## config.mk

```make
export PLATFORM = sky130hd
export DESIGN_NAME = run_length_coder
export DESIGN_NICKNAME = d
export VERILOG_FILES = /design/src/rtl/run_length_coder.sv
export SDC_FILE = /design/constraint.sdc
export NUM_CORES = 1
export LEC_CHECK = 0
export BUFFER_PORTS_ARGS = -buffer_cell sky130_fd_sc_hd__buf_4
export CAP_MARGIN = 10
export CORE_ASPECT_RATIO = 1.4
export CORE_MARGIN = 2
export CORE_UTILIZATION = 55
export DETAILED_ROUTE_END_ITERATION = 16
export PLACE_DENSITY = 0.84
export SYNTH_ARGS = -nofsm -noshare
export SYNTH_HDL_FRONTEND = slang
export SYNTH_SLANG_ARGS = --single-unit
```

## constraint.sdc

```tcl
create_clock -name clk -period 4.4 [get_ports clk]
set_input_delay 0.88 -clock clk [delete_from_list [all_inputs] [get_ports clk]]
set_output_delay 0.88 -clock clk [all_outputs]
set_load 0.05 [all_outputs]
```

## src/rtl/run_length_coder.sv

```systemverilog
// run_length_coder
//   Turns run-mode results from the mode-decision stage into variable-length
//   code segments, one segment at most per clock. A run of length Runcnt is
//   coded as a series of single '1' bits, each covering 2^J pixels. J comes
//   from the adaptive RUNindex, which moves up on every full 2^J chunk and
//   down after a run that another pixel interrupted. The run is closed by a
//   terminating segment, or by no segment when an end-of-line run has
//   nothing left over.
//
// Ports
//   clk        : clock, rising edge
//   reset      : asynchronous, active-high; clears all state
//   en         : input strobe, one pixel-result per cycle
//   mode       : 0 regular, 1 in run, 2 run ended by EOL, 3 run interrupted
//   Runcnt     : run length for modes 2 and 3 (0..1023)
//   ready      : high while IDLE, i.e. a new run can be accepted
//   code_valid : code/len hold one segment this cycle
//   code       : segment bits, right-aligned, MSB emitted first
//   len        : segment length in bits (1..16)
//   done       : one-cycle pulse when the current run is fully coded
//   run_index  : RUNindex used by the terminating segment (valid with done)
//   err        : sticky, a run start arrived while a run was still in progress
//   fsm_state  : current FSM state, for observation only
//
// Handshake: a run is accepted on a rising edge where ready=1, en=1 and
// mode is 2 or 3. ready is not back-pressure on en: en with mode 2/3 while
// ready=0 is dropped and raises err; en with mode 0/1 is always ignored.
// Output qualifiers: code/len are meaningful only with code_valid=1 and
// run_index only with done=1; otherwise they read as zero.
module run_length_coder (
  input  logic        clk,
  input  logic        reset,
  input  logic        en,
  input  logic [1:0]  mode,
  input  logic [9:0]  Runcnt,
  output logic        ready,
  output logic        code_valid,
  output logic [15:0] code,
  output logic [4:0]  len,
  output logic        done,
  output logic [4:0]  run_index,
  output logic        err,
  output logic [0:0]  fsm_state
);

  localparam logic [0:0] S_IDLE = 1'b0;
  localparam logic [0:0] S_RUN  = 1'b1;

  localparam logic [1:0] MODE_INTERRUPT = 2'd3;

  logic [0:0]  state;
  logic [4:0]  run_idx;
  logic [9:0]  cnt;
  logic [1:0]  mode_r;

  logic [3:0]  j_cur;
  logic [16:0] rm;
  logic        chunk_fits;
  logic        run_start;

  // J as a function of RUNindex.
  function automatic logic [3:0] j_of(input logic [4:0] idx);
    logic [3:0] j;
    if (idx < 5'd4)       j = 4'd0;
    else if (idx < 5'd8)  j = 4'd1;
    else if (idx < 5'd12) j = 4'd2;
    else if (idx < 5'd16) j = 4'd3;
    else if (idx < 5'd18) j = 4'd4;
    else if (idx < 5'd20) j = 4'd5;
    else if (idx < 5'd22) j = 4'd6;
    else if (idx < 5'd24) j = 4'd7;
    else                  j = 4'(idx - 5'd16);
    return j;
  endfunction

  assign j_cur      = j_of(run_idx);
  assign rm         = 17'd1 << j_cur;
  // 17-bit compare: for large J, rm exceeds every possible cnt.
  assign chunk_fits = ({7'd0, cnt} >= rm);
  assign run_start  = en && mode[1];

  assign ready     = (state == S_IDLE);
  assign fsm_state = state;

  always_ff @(posedge clk or posedge reset) begin
    if (reset) begin
      state      <= S_IDLE;
      run_idx    <= 5'd0;
      cnt        <= 10'd0;
      mode_r     <= 2'd0;
      code_valid <= 1'b0;
      code       <= 16'd0;
      len        <= 5'd0;
      done       <= 1'b0;
      run_index  <= 5'd0;
      err        <= 1'b0;
    end else begin
      // Output registers default to the idle/zero pattern each cycle.
      code_valid <= 1'b0;
      code       <= 16'd0;
      len        <= 5'd0;
      done       <= 1'b0;
      run_index  <= 5'd0;

      case (state)
        S_IDLE: begin
          if (run_start) begin
            cnt    <= Runcnt;
            mode_r <= mode;
            state  <= S_RUN;
          end
        end

        S_RUN: begin
          if (run_start) begin
            err <= 1'b1;
          end
          if (chunk_fits) begin
            // A whole 2^J chunk: one '1' bit. rm <= cnt <= 1023 here, so
            // the low 10 bits of rm hold its full value.
            code_valid <= 1'b1;
            code       <= 16'd1;
            len        <= 5'd1;
            cnt        <= cnt - rm[9:0];
            if (run_idx != 5'd31) begin
              run_idx <= run_idx + 5'd1;
            end
          end else begin
            done      <= 1'b1;
            run_index <= run_idx;
            state     <= S_IDLE;
            if (mode_r == MODE_INTERRUPT) begin
              // '0' followed by the J-bit remainder. cnt < 2^J, so the
              // remainder is cnt itself and the leading zero comes for free.
              code_valid <= 1'b1;
              code       <= {6'd0, cnt};
              len        <= {1'b0, j_cur} + 5'd1;
              if (run_idx != 5'd0) begin
                run_idx <= run_idx - 5'd1;
              end
            end else if (cnt != 10'd0) begin
              // End-of-line with a partial chunk left: a single '1' bit.
              code_valid <= 1'b1;
              code       <= 16'd1;
              len        <= 5'd1;
            end
          end
        end

        default: state <= S_IDLE;
      endcase
    end
  end

endmodule

```

==> impl_results.md, run 1 <==
- Placer congestion estimate: between 0.9 and 1
- Number of cells traversed by the worst register-to-register path: 15
- DR WL/cell: between 15 and 20 um
- Max_cap viols: 0
- Via count of the first global-routing pass: slightly below 2000
- I/O pin count: 46
- Clock tree from TritonCTS: done
- Clock-pin slew on the worst setup and hold paths: 80 ps
- DRC Markers: 0
- Crit-path leading delay family: compound AO/OA/AOI/OAI gates
- Max Fanout on Critical Path: 12
- Area contributors post-synth: sky130_fd_sc_hd__dfrtp_1 (43%), sky130_fd_sc_hd__ha_1 (9.4%), sky130_fd_sc_hd__nand2_1 (3.7%)
- Final hold violations: 0
- Most common cell in the netlist: sky130_fd_sc_hd__dfrtp_1
- H-tree lvl count: 2
- Antenna violations before repair: 0
- Detail-routed via count per cell: between 5 and 6
- Count of cell types in the netlist: 45
- Initial Utilization: a little under three fifths
- Min-Delay Startpoint: err
- Number of core rows: 28
- Number of synthesized flops with an enable pin: 0
- Sequence of cells on the critical path: nand2_1 -> o21ai_0 -> ha_1 -> nand2b_1 -> ha_1 -> nor2b_1 -> o31ai_1 -> a211o_1 -> a31oi_4 -> inv_1 -> ha_1 -> a21o_1 -> a21oi_1 -> xnor2_1 -> mux2_4
- Sequential element share of the synthesized area: a little over two fifths
- Post-route minimum period: ~4000 ps
- Overall routed net length: 5699 um
- Max frequency: between 200 and 300 MHz
- End point of the worst hold path: err
- Final worst path period share: 90.08%
- Overall die area: between 4000 and 5000 um^2
- Number of vias after detailed routing: a little under 2000
- First-pass iteration count of the detailed router: 4
- Predominant post-synthesis flop cell: sky130_fd_sc_hd__dfrtp_1
- GRT Resource Usage Total: roughly a quarter
- Layout area overhead: 18.50%
- Maximum count of clock buffers along a single path: 2
- Most common cell on crit path: sky130_fd_sc_hd__ha_1
- Total Negative Setup Slacks: 0 ps
- Die height: 82.28 um
- Gate count of the mapped netlist: between 200 and 250
- Hold depth: 1
- Worst R2R End: run_idx[4]
- Final slew viol count: 0
- Clock tree skew after final layout: 5.832 ps
- Setup repair after global routing missed its margin: false
- Data required time of the worst path: 4590 ps
- Global-route wire length before repair: just over 9000 um
- Startpoint of the worst-slack reg-to-reg timing path: run_idx[3]
- Largest incremental delay on the critical path: about 560 ps
- Path type of the worst setup path: reg -> reg
- Nets@finish: roughly 320
- Number of buffer cells added on primary ports: 39
- Nature of the critical path startpoint: register
- Critical path data arrival time: 4150 ps
- Cell type with the highest aggregate area in the netlist: sky130_fd_sc_hd__dfrtp_1
- Most frequent cells after synthesis: sky130_fd_sc_hd__dfrtp_1 (41), sky130_fd_sc_hd__nand2_1 (24), sky130_fd_sc_hd__nor2_1 (19)
- Post-Synthesis Mean Instance Area: ~9.9 um^2
- Insertion delay of the later-clocked pin in the worst-skew pair: ~300 ps
- Async SR Flop Fraction: 100.0%
- Number of buffers inserted by hold repair at cts: 0
- Final core utilization: between 60% and 70%
- Share of cells above drive strength 1: a little over a fifth
- Post-placement cell area: ~2700 um^2
- Type of the worst min-delay path: reg -> reg
- Crit path from: run_idx[3]
- Status: finished, final reports clean
- Detailed placement HPWL: ~4100 um
- Largest net degree at the start of global routing: 42
- Number of buffers created by CTS: 5
- Register bit total from synthesis: between 40 and 50
- Nature of the critical path endpoint: register
- # diodes: 0
- Share of the synthesized area in the top cell type: a little over two fifths
- Number of DRC markers in iteration 0: between 100 and 150
- Width of the chip: approximately 60 um
- Core box area: approximately 4200 um^2
- Total congestion overflow after global routing: 0
- Buffer count from post-CTS setup fixing: 0
- Root buffer cell: sky130_fd_sc_hd__clkbuf_8
- Number of buffers and inverters on the critical path: 1
- Worst relative slew slack: approximately 61%
- Finished Cell Area: 2853 um^2
- Clk sinks: between 40 and 50
- Transition at the pin with the smallest max-transition slack: ~580 ps
- Count of antenna-violating nets left after detailed routing: 0
- Yosys Warn Count: 0
- CP max stage cell: sky130_fd_sc_hd__dfrtp_1
- Setup violations, final: 0
- Synthesized cell area: 2407 um^2
- Register-to-register setup slack: ~440 ps
## flip-flops by register name, summed over array words and instances, names as in the netlist
register and count:
len 5, run_idx 5, err 1, mode_r 2, code_valid 1, done 1
code 10, run_index 5, fsm_state 1, cnt 10
## layout by cell type, fill, tap and decap left out, types with 4 or more instances in the layout
cell / synthesis / layout
sky130_fd_sc_hd__conb_1: 1 / 6
sky130_fd_sc_hd__nand3_1: 4 / 4
sky130_fd_sc_hd__nand2_1: 24 / 24
sky130_fd_sc_hd__nand4_1: 4 / 4
sky130_fd_sc_hd__dfrtp_1: 41 / 40
sky130_fd_sc_hd__buf_4: 6 / 41
sky130_fd_sc_hd__clkbuf_8: 0 / 5
sky130_fd_sc_hd__xor2_1: 5 / 5
sky130_fd_sc_hd__o221ai_1: 6 / 6
sky130_fd_sc_hd__nor2_1: 19 / 19
sky130_fd_sc_hd__inv_1: 14 / 14
sky130_fd_sc_hd__o21ai_0: 8 / 8
sky130_fd_sc_hd__nor3_1: 9 / 9
sky130_fd_sc_hd__and2_1: 10 / 10
sky130_fd_sc_hd__a21o_1: 5 / 5
sky130_fd_sc_hd__ha_1: 18 / 18
sky130_fd_sc_hd__a21oi_1: 12 / 12
sky130_fd_sc_hd__xnor2_1: 6 / 6
## kinds of logic after synthesis
kind of cell,after synthesis,share of synthesized area [%]
xor+xnor,11,4.002
compound gates,49,14.76
mux,7,4.106
flops,41,42.62
buf+inv,28,5.509
other cells,1,0.1558
fa+ha+maj,20,11.02
simple gates,87,17.83
## worst register-to-register path: cells and delay by family (launching register included)
| kind | cells | cell delay, ps |
|---|---|---|
| xor gates and xnor gates | 1 | 80 |
| DFF | 1 | 560 |
| buffers and inverters | 1 | 210 |
| and+or+nand+nor | 3 | 410 |
| muxes | 1 | 260 |
| AOI/OAI and AO/OA | 6 | 1420 |
| adders and majority gates | 3 | 890 |
## how the worst max path moves through the flow
stage	to	slack, ps	depth (start not counted)
finish	run_idx[4]	440	15
global route	run_idx[4]	70	15
CTS	run_idx[4]	360	15
detailed placement	run_idx[4]	380	15
global placement	run_idx[4]	450	15
floorplan	run_idx[4]	380	20
## through the flow
step | worst slack [ps] | hold WS [ps] | instances
3_3_place_gp | 445.4 | 466.4 | 322
5_1_grt | 66.28 | 523.9 | 330
4_1_cts | 364.0 | 509.4 | 330
6_report | 436.6 | 505.6 | 330
2_1_floorplan | 384.2 | 462.3 | 249
3_5_place_dp | 385.0 | 490.2 | 322
## cell type report
class | instances | area (um^2)
fillers | 322 | 1351
multi-input cells | 180 | 1267
flip-flops and latches | 41 | 1027
repair buffers | 41 | 307.8
clock buffers | 5 | 68.82
clock inverters | 3 | 68.82
inverters | 15 | 56.30
well taps | 45 | 56.30
## layer usage
metal  vias up  global-route usage, %  part of all wire (%)  routed length (um)
met5         -                      0                     0                   0
met4         0                  16.67                   4.4                 252
met3        20                  4.361                   5.0                 284
met2        86                  42.83                    52                2966
met1       943                  28.90                    39                2195
li1        920                      -                     -                   -
## timing repair
| action | in CTS | in global routing |
|---|---|---|
| resized for setup | 0 | 1 |
| endpoints found under the hold margin | 0 | 0 |
| setup endpoints to repair | 0 | 1 |
Power of run 1 is not shown: default switching activity piles up to over one toggle a cycle in this logic, so the estimate is an artifact.
==> inputs of run 2 (changes only) <==
Settings changed: PLACE_DENSITY 0.84 to default, PLACE_DENSITY_LB_ADDON from default to 0.05.
==> run 2 against run 1 <==
Against the previous run: hold slack lost 17 ps; clock-buffer cell count is the same; first-iteration DRC count fell by 48%; final cell count grew 0.30%; design area down 1.3%; critical path type unchanged; via count decreased by 3.6%; critical endpoint unchanged; register-to-register slack got worse by 40 ps; die area did not move; wire length down 5.5%; clock skew increased by 0.67 ps; highest routed layer unchanged.
==> impl_results.md, run 2 (synthesis gave the netlist of run 1 again) <==
- Hold depth: 1 (unchanged)
- GR met2 Demand/Resource: 44.13% (+1.3 points)
- Startpoint of the worst-slack reg-to-reg timing path: run_idx[3]
- Total congestion overflow after global routing: 0 (unchanged)
- Finished Cell Area: 2816 um^2 (-1.3%)
- Largest registers: cnt (10), code (10)
- Number of vias after detailed routing: 1898 (-3.6%)
- Antenna violations before repair: 0 (unchanged)
- Number of buffers created by CTS: 5 (unchanged)
- Setup violations, final: 0 (unchanged)
- M3 GR Usage: 2.648% (-1.7 points)
- Clk sinks: 41 (unchanged)
- DR WL/cell: 16.26 um (-5.8%)
- Nature of the critical path endpoint: register
- Critical path data arrival time: 4190 ps (+40 ps)
- Final worst-path setup slack: 392.5 ps (-44.08 ps)
- Largest incremental delay on the critical path: 560 ps (about the same)
- Number of DRC markers in iteration 0: 63 (-48%)
- Clock tree skew after final layout: 6.500 ps (+0.6682 ps)
- Leading cell type in the layout, fill and taps excluded: sky130_fd_sc_hd__buf_4
- Core box area: 4204 um^2 (unchanged)
- I/O pin count: 46 (unchanged)
- Root buffer cell: sky130_fd_sc_hd__clkbuf_8
- Width of the chip: 59.92 um (unchanged)
- Most used cells in the layout excluding fill and tap cells: sky130_fd_sc_hd__buf_4 (42), sky130_fd_sc_hd__dfrtp_1 (40), sky130_fd_sc_hd__nand2_1 (24)
- Min-Delay Startpoint: err
- Insertion delay of the later-clocked pin in the worst-skew pair: 290 ps (about the same)
- Detailed placement HPWL: 4203 um (+1.4%)
- Layout area overhead: 17.00%
- Data required time of the worst path: 4580 ps (about the same)
- Path type of the worst setup path: reg -> reg
- Detail-routed via count per cell: 5.734 (-3.9%)
- # diodes: 0 (unchanged)
- Placer congestion estimate: 1.036 (+5.1%)
- DRC Markers: 0 (unchanged)
- Worst R2R End: run_idx[4]
- Count of antenna-violating nets left after detailed routing: 0 (unchanged)
- Final worst path period share: 91.08% (+1.0 points)
- Total Negative Setup Slacks: 0 ps (unchanged)
- Global-route wire length before repair: 8659 um (-6.3%)
- Largest net degree at the start of global routing: 42 (unchanged)
- Nets@finish: 320 (+0.31%)
- Placed cell count: 323 (+0.31%)
- Post-placement cell area: 2721 um^2 (+0.28%)
- Register-to-register setup slack: 390 ps (-40 ps)
- CP max stage cell: sky130_fd_sc_hd__dfrtp_1
- Worst-case setup slack after placement: 296.3 ps (-88.61 ps)
- Final slew viol count: 0 (unchanged)
- Fillers: 353 (+9.6%)
- End point of the worst hold path: err
- Initial Utilization: 57.26% (unchanged)
- Grt peak-use layer: met2
- Via count of the first global-routing pass: 1817 (-8.1%)
- Max_cap viols: 0 (unchanged)
- Max Fanout on Critical Path: 12 (unchanged)
- Number of core rows: 28 (unchanged)
- Number of buffer cells added on primary ports: 39 (unchanged)
- First-pass iteration count of the detailed router: 4 (unchanged)
- H-tree lvl count: 2 (unchanged)
- Final hold violations: 0 (unchanged)
- Overall routed net length: 5383 um (-5.5%)
- GRT Resource Usage Total: 24.08% (-1.3 points)
- Clock-pin slew on the worst setup and hold paths: 80 ps (about the same)
- Final std cells w/o fill: 331 (+0.30%)
- Worst relative slew slack: 59.45% (-1.6 points)
- Max frequency: 249.5 MHz (-1.1%)
- Maximum count of clock buffers along a single path: 2 (unchanged)
- Clock tree from TritonCTS: done
- Setup repair after global routing missed its margin: false
- Sequence of cells on the critical path: nand2_1 -> o21ai_0 -> ha_1 -> nand4_1 -> ha_1 -> nand4_1 -> nor4_2 -> nor2_1 -> a31oi_4 -> inv_1 -> fa_1 -> a21o_1 -> a21oi_1 -> xnor2_1 -> mux2_4
- M1 GR Usage: 27.35% (-1.6 points)
- Number of cells traversed by the worst register-to-register path: 15 (unchanged)
- Type of the worst min-delay path: reg -> reg
- Status: finished, final reports clean
- Overall die area: 4930 um^2 (unchanged)
- Die height: 82.28 um (unchanged)
- Nature of the critical path startpoint: register
- Share of cells above drive strength 1: 22.03% (+0.27 points)
- Post-route minimum period: 4007 ps (+44.08 ps)
- Transition at the pin with the smallest max-transition slack: 606.0 ps (+23.90 ps)
==> run 2: critical path: cells and delay by family, from the launching register on <==
family | cells | cell delay [ps]
fa+ha+maj | 3 | 1120
simple gates | 5 | 870
compound gates | 4 | 850
flops | 1 | 560
mux | 1 | 260
buf+inv | 1 | 140
xor+xnor | 1 | 80
==> run 2: metrics by stage <==
step                util (%)  hold WS (ps)
detailed placement     64.73         466.8
CTS                    66.96         489.3
global placement       64.73         464.0
finish                 66.99         488.3
global route           66.99         499.7
floorplan                  -         462.3
==> run 2: how the worst max path moves through the flow <==
stage	start	to	slack, ps	cells past startpoint
after global placement	run_idx[4]	run_idx[4]	330	15
final	run_idx[3]	run_idx[4]	390	15
after global routing	run_idx[3]	run_idx[4]	150	15
after detailed placement	run_idx[4]	run_idx[4]	300	15
after floorplan	run_idx[4]	run_idx[4]	380	20
after CTS	run_idx[4]	run_idx[4]	270	15
==> run 2: layout make-up <==
type | instances | area [um^2] | share of cell area, %
clock buffer | 5 | 68.82 | 2.443
clock inverter | 3 | 25.02 | 0.8885
inverter | 15 | 56.30 | 1.999
multi-input combinational | 180 | 1267 | 45.00
sequential | 41 | 1027 | 36.47
tap | 45 | 56.30 | 1.999
timing repair buffer | 42 | 315.3 | 11.20
==> run 2: timing repair <==
| item | in CTS | in global routing |
|---|---|---|
| gates resized for setup | 0 | 1 |
| setup endpoints to repair | 0 | 1 |
| hold buffers | 0 | 0 |
| buffers inserted | 0 | 0 |
==> run 2: per-layer routing <==
metal  vias up  share of wire (%)
met1       899                 39
met3        11                3.3
li1        929                  -
met2        59                 55
met4         0                2.7
met5         -                  0
Power of run 2 is left out for the same reason.
==> inputs of run 3 (changes only) <==
Settings changed: CORE_UTILIZATION 55 to 32.
==> run 3 against run 2 <==
Against the previous run: clock-buffer cell count rose by 1; worst setup slack about the same; final cell count up 17%; die area up 67%; first-iteration DRC count shrank 19%; non-clock buffer count grew 5; critical endpoint unchanged.
==> impl_results.md, run 3 (synthesis gave the netlist of run 1 again) <==
- Die height: 106.6 um (+30%)
- Largest incremental delay on the critical path: 670 ps (+110 ps)
- Nets@finish: 325 (+1.6%)
- Layout area overhead: 20.95%
- Number of core rows: 37 (+32%)
- Overall routed net length: 6160 um (+14%)
- Post-route minimum period: 4007 ps (-0.2020 ps)
- Leading cell type in the layout, fill and taps excluded: sky130_fd_sc_hd__buf_4
- Path type of the worst setup path: reg -> reg
- Number of buffers created by CTS: 5 (unchanged)
- Clk sinks: 41 (unchanged)
- Nature of the critical path endpoint: register
- Width of the chip: 77.31 um (+29%)
- Core box area: 7315 um^2 (+74%)
- Buffer count from post-CTS setup fixing: 0 (unchanged)
- Share of cells above drive strength 1: 22.68% (+0.65 points)
- Placer congestion estimate: 0.8359 (-19%)
- Antenna violations before repair: 0 (unchanged)
- Number of DRC markers in iteration 0: 51 (-19%)
- Detail-routed via count per cell: 4.874 (-15%)
- First-pass iteration count of the detailed router: 4 (unchanged)
- Clock tree from TritonCTS: done
- I/O pin count: 46 (unchanged)
- Number of gates resized after cts: 0 (unchanged)
- Maximum count of clock buffers along a single path: 2 (unchanged)
- Fillers: 765 (+120%)
- M3 GR Usage: 2.525% (-0.12 points)
- Data required time of the worst path: 4580 ps (about the same)
- Transition at the pin with the smallest max-transition slack: 598.8 ps (-7.181 ps)
- Via count of the first global-routing pass: 1999 (+10%)
- Total Negative Setup Slacks: 0 ps (unchanged)
- Root buffer cell: sky130_fd_sc_hd__clkbuf_8
- H-tree lvl count: 2 (unchanged)
- Critical path data arrival time: 4190 ps (about the same)
- M1 GR Usage: 19.35% (-8.0 points)
- Clock tree skew after final layout: 7.382 ps (+0.8818 ps)
- GRT Resource Usage Total: 16.36% (-7.7 points)
- DR WL/cell: 15.88 um (-2.4%)
- Type of the worst min-delay path: reg -> reg
- Max frequency: 249.5 MHz (about the same)
- Final worst path period share: 91.07% (about the same)
- Detailed placement HPWL: 4774 um (+14%)
- Initial Utilization: 32.91% (-24 points)
- Status: finished, final reports clean
- Worst relative slew slack: 60.08% (+0.63 points)
- Number of vias after detailed routing: 1891 (-0.37%)
- # diodes: 0 (unchanged)
- Final slew viol count: 0 (unchanged)
- Sequence of cells on the critical path: nand2_1 -> o21ai_0 -> ha_1 -> nand4_1 -> ha_1 -> nand4_1 -> nor4_2 -> nor2_1 -> a31oi_4 -> inv_1 -> fa_1 -> a21o_1 -> a21oi_1 -> xnor2_1 -> mux2_4
- DRC Markers: 0 (unchanged)
- Count of antenna-violating nets left after detailed routing: 0 (unchanged)
- Number of buffers inserted by hold repair at cts: 0 (unchanged)
- Largest registers: cnt (10), code (10)
- Setup violations, final: 0 (unchanged)
- Max Fanout on Critical Path: 18 (+6)
- Most used cells in the layout excluding fill and tap cells: sky130_fd_sc_hd__buf_4 (47), sky130_fd_sc_hd__dfrtp_1 (41), sky130_fd_sc_hd__nand2_1 (24)
- Grt peak-use layer: met2
- Crit-path leading delay family: adder cells
- Number of buffers and inverters on the critical path: 1 (unchanged)
- Global-route wire length before repair: 10380 um (+20%)
- CP max stage cell: sky130_fd_sc_hd__dfrtp_1
- Final hold violations: 0 (unchanged)
- GR met2 Demand/Resource: 30.00% (-14 points)
- Setup repair after global routing missed its margin: false
- Largest net degree at the start of global routing: 42 (unchanged)
- Clock-pin slew on the worst setup and hold paths: 80 ps (about the same)
- Number of buffer cells added on primary ports: 39 (unchanged)
- Total congestion overflow after global routing: 0 (unchanged)
- Max_cap viols: 0 (unchanged)
- Nature of the critical path startpoint: register
- Insertion delay of the later-clocked pin in the worst-skew pair: 300 ps (about the same)
- Overall die area: 8243 um^2 (+67%)
-- run 3: changes by cell type in the layout (fill, tap and decap cells not counted) --
cell | before | now
sky130_fd_sc_hd__buf_4 | 42 | 47
sky130_fd_sc_hd__clkbuf_1 | 0 | 1
sky130_fd_sc_hd__clkinv_4 | 1 | 0
sky130_fd_sc_hd__clkinvlp_4 | 1 | 2
sky130_fd_sc_hd__dfrtp_1 | 40 | 41
sky130_fd_sc_hd__dfrtp_2 | 1 | 0
sky130_fd_sc_hd__inv_6 | 1 | 0
-- run 3: worst paths after layout --
| check | start | to | slack, ps | depth (start not counted) |
|---|---|---|---|---|
| worst max register to register | run_idx[4] | run_idx[4] | 390 | 15 |
| worst min register to register | err | err | 490 | 1 |
| worst max-delay path | run_idx[4] | run_idx[4] | 390 | 15 |
| worst min-delay path | err | err | 490 | 1 |
| min in group asynchronous | reset | done | 710 | 3 |
| max in group asynchronous | reset | code[7] | 3330 | 3 |
-- run 3: routing by layer --
| layer | part of all wire, % | vias up |
|---|---|---|
| li1 | - | 939 |
| met1 | 41 | 919 |
| met2 | 55 | 27 |
| met3 | 2.0 | 6 |
| met4 | 1.5 | 0 |
| met5 | 0 | - |
-- run 3: final cells by class --
class	instances	area, um^2	share of cell area (%)
clock buffers	6	72.57	2.492
clock inverters	2	15.01	0.5157
inverters	15	56.30	1.934
multi-input cells	180	1267	43.53
flip-flops and latches	41	1026	35.24
well taps	97	121.4	4.168
repair buffers	47	352.8	12.12
-- run 3: worst register-to-register path, stage by stage, from the launching register on --
cell and delay (ps):
sky130_fd_sc_hd__dfrtp_1 670, sky130_fd_sc_hd__nand2_1 190, sky130_fd_sc_hd__o21ai_0 340, sky130_fd_sc_hd__ha_1 300, sky130_fd_sc_hd__nand4_1 120, sky130_fd_sc_hd__ha_1 370
sky130_fd_sc_hd__nand4_1 140, sky130_fd_sc_hd__nor4_2 280, sky130_fd_sc_hd__nor2_1 110, sky130_fd_sc_hd__a31oi_4 190, sky130_fd_sc_hd__inv_1 110, sky130_fd_sc_hd__fa_1 410
sky130_fd_sc_hd__a21o_1 170, sky130_fd_sc_hd__a21oi_1 160, sky130_fd_sc_hd__xnor2_1 80, sky130_fd_sc_hd__mux2_4 260
-- run 3: per-stage QoR --
stage / instances / util, % / hold slack, ps / worst slack (ps) / cell area, um^2
after floorplan: 249 / - / 462.3 / 384.2 / 2426
after global placement: 380 / 38.61 / 464.0 / 473.8 / 2824
after detailed placement: 380 / 38.61 / 475.3 / 459.7 / 2824
after CTS: 388 / 39.81 / 495.5 / 436.5 / 2912
after global routing: 388 / 39.81 / 504.3 / 6.761 / 2912
final: 388 / 39.81 / 490.1 / 392.8 / 2912
Power of run 3 is left out for the same reason.
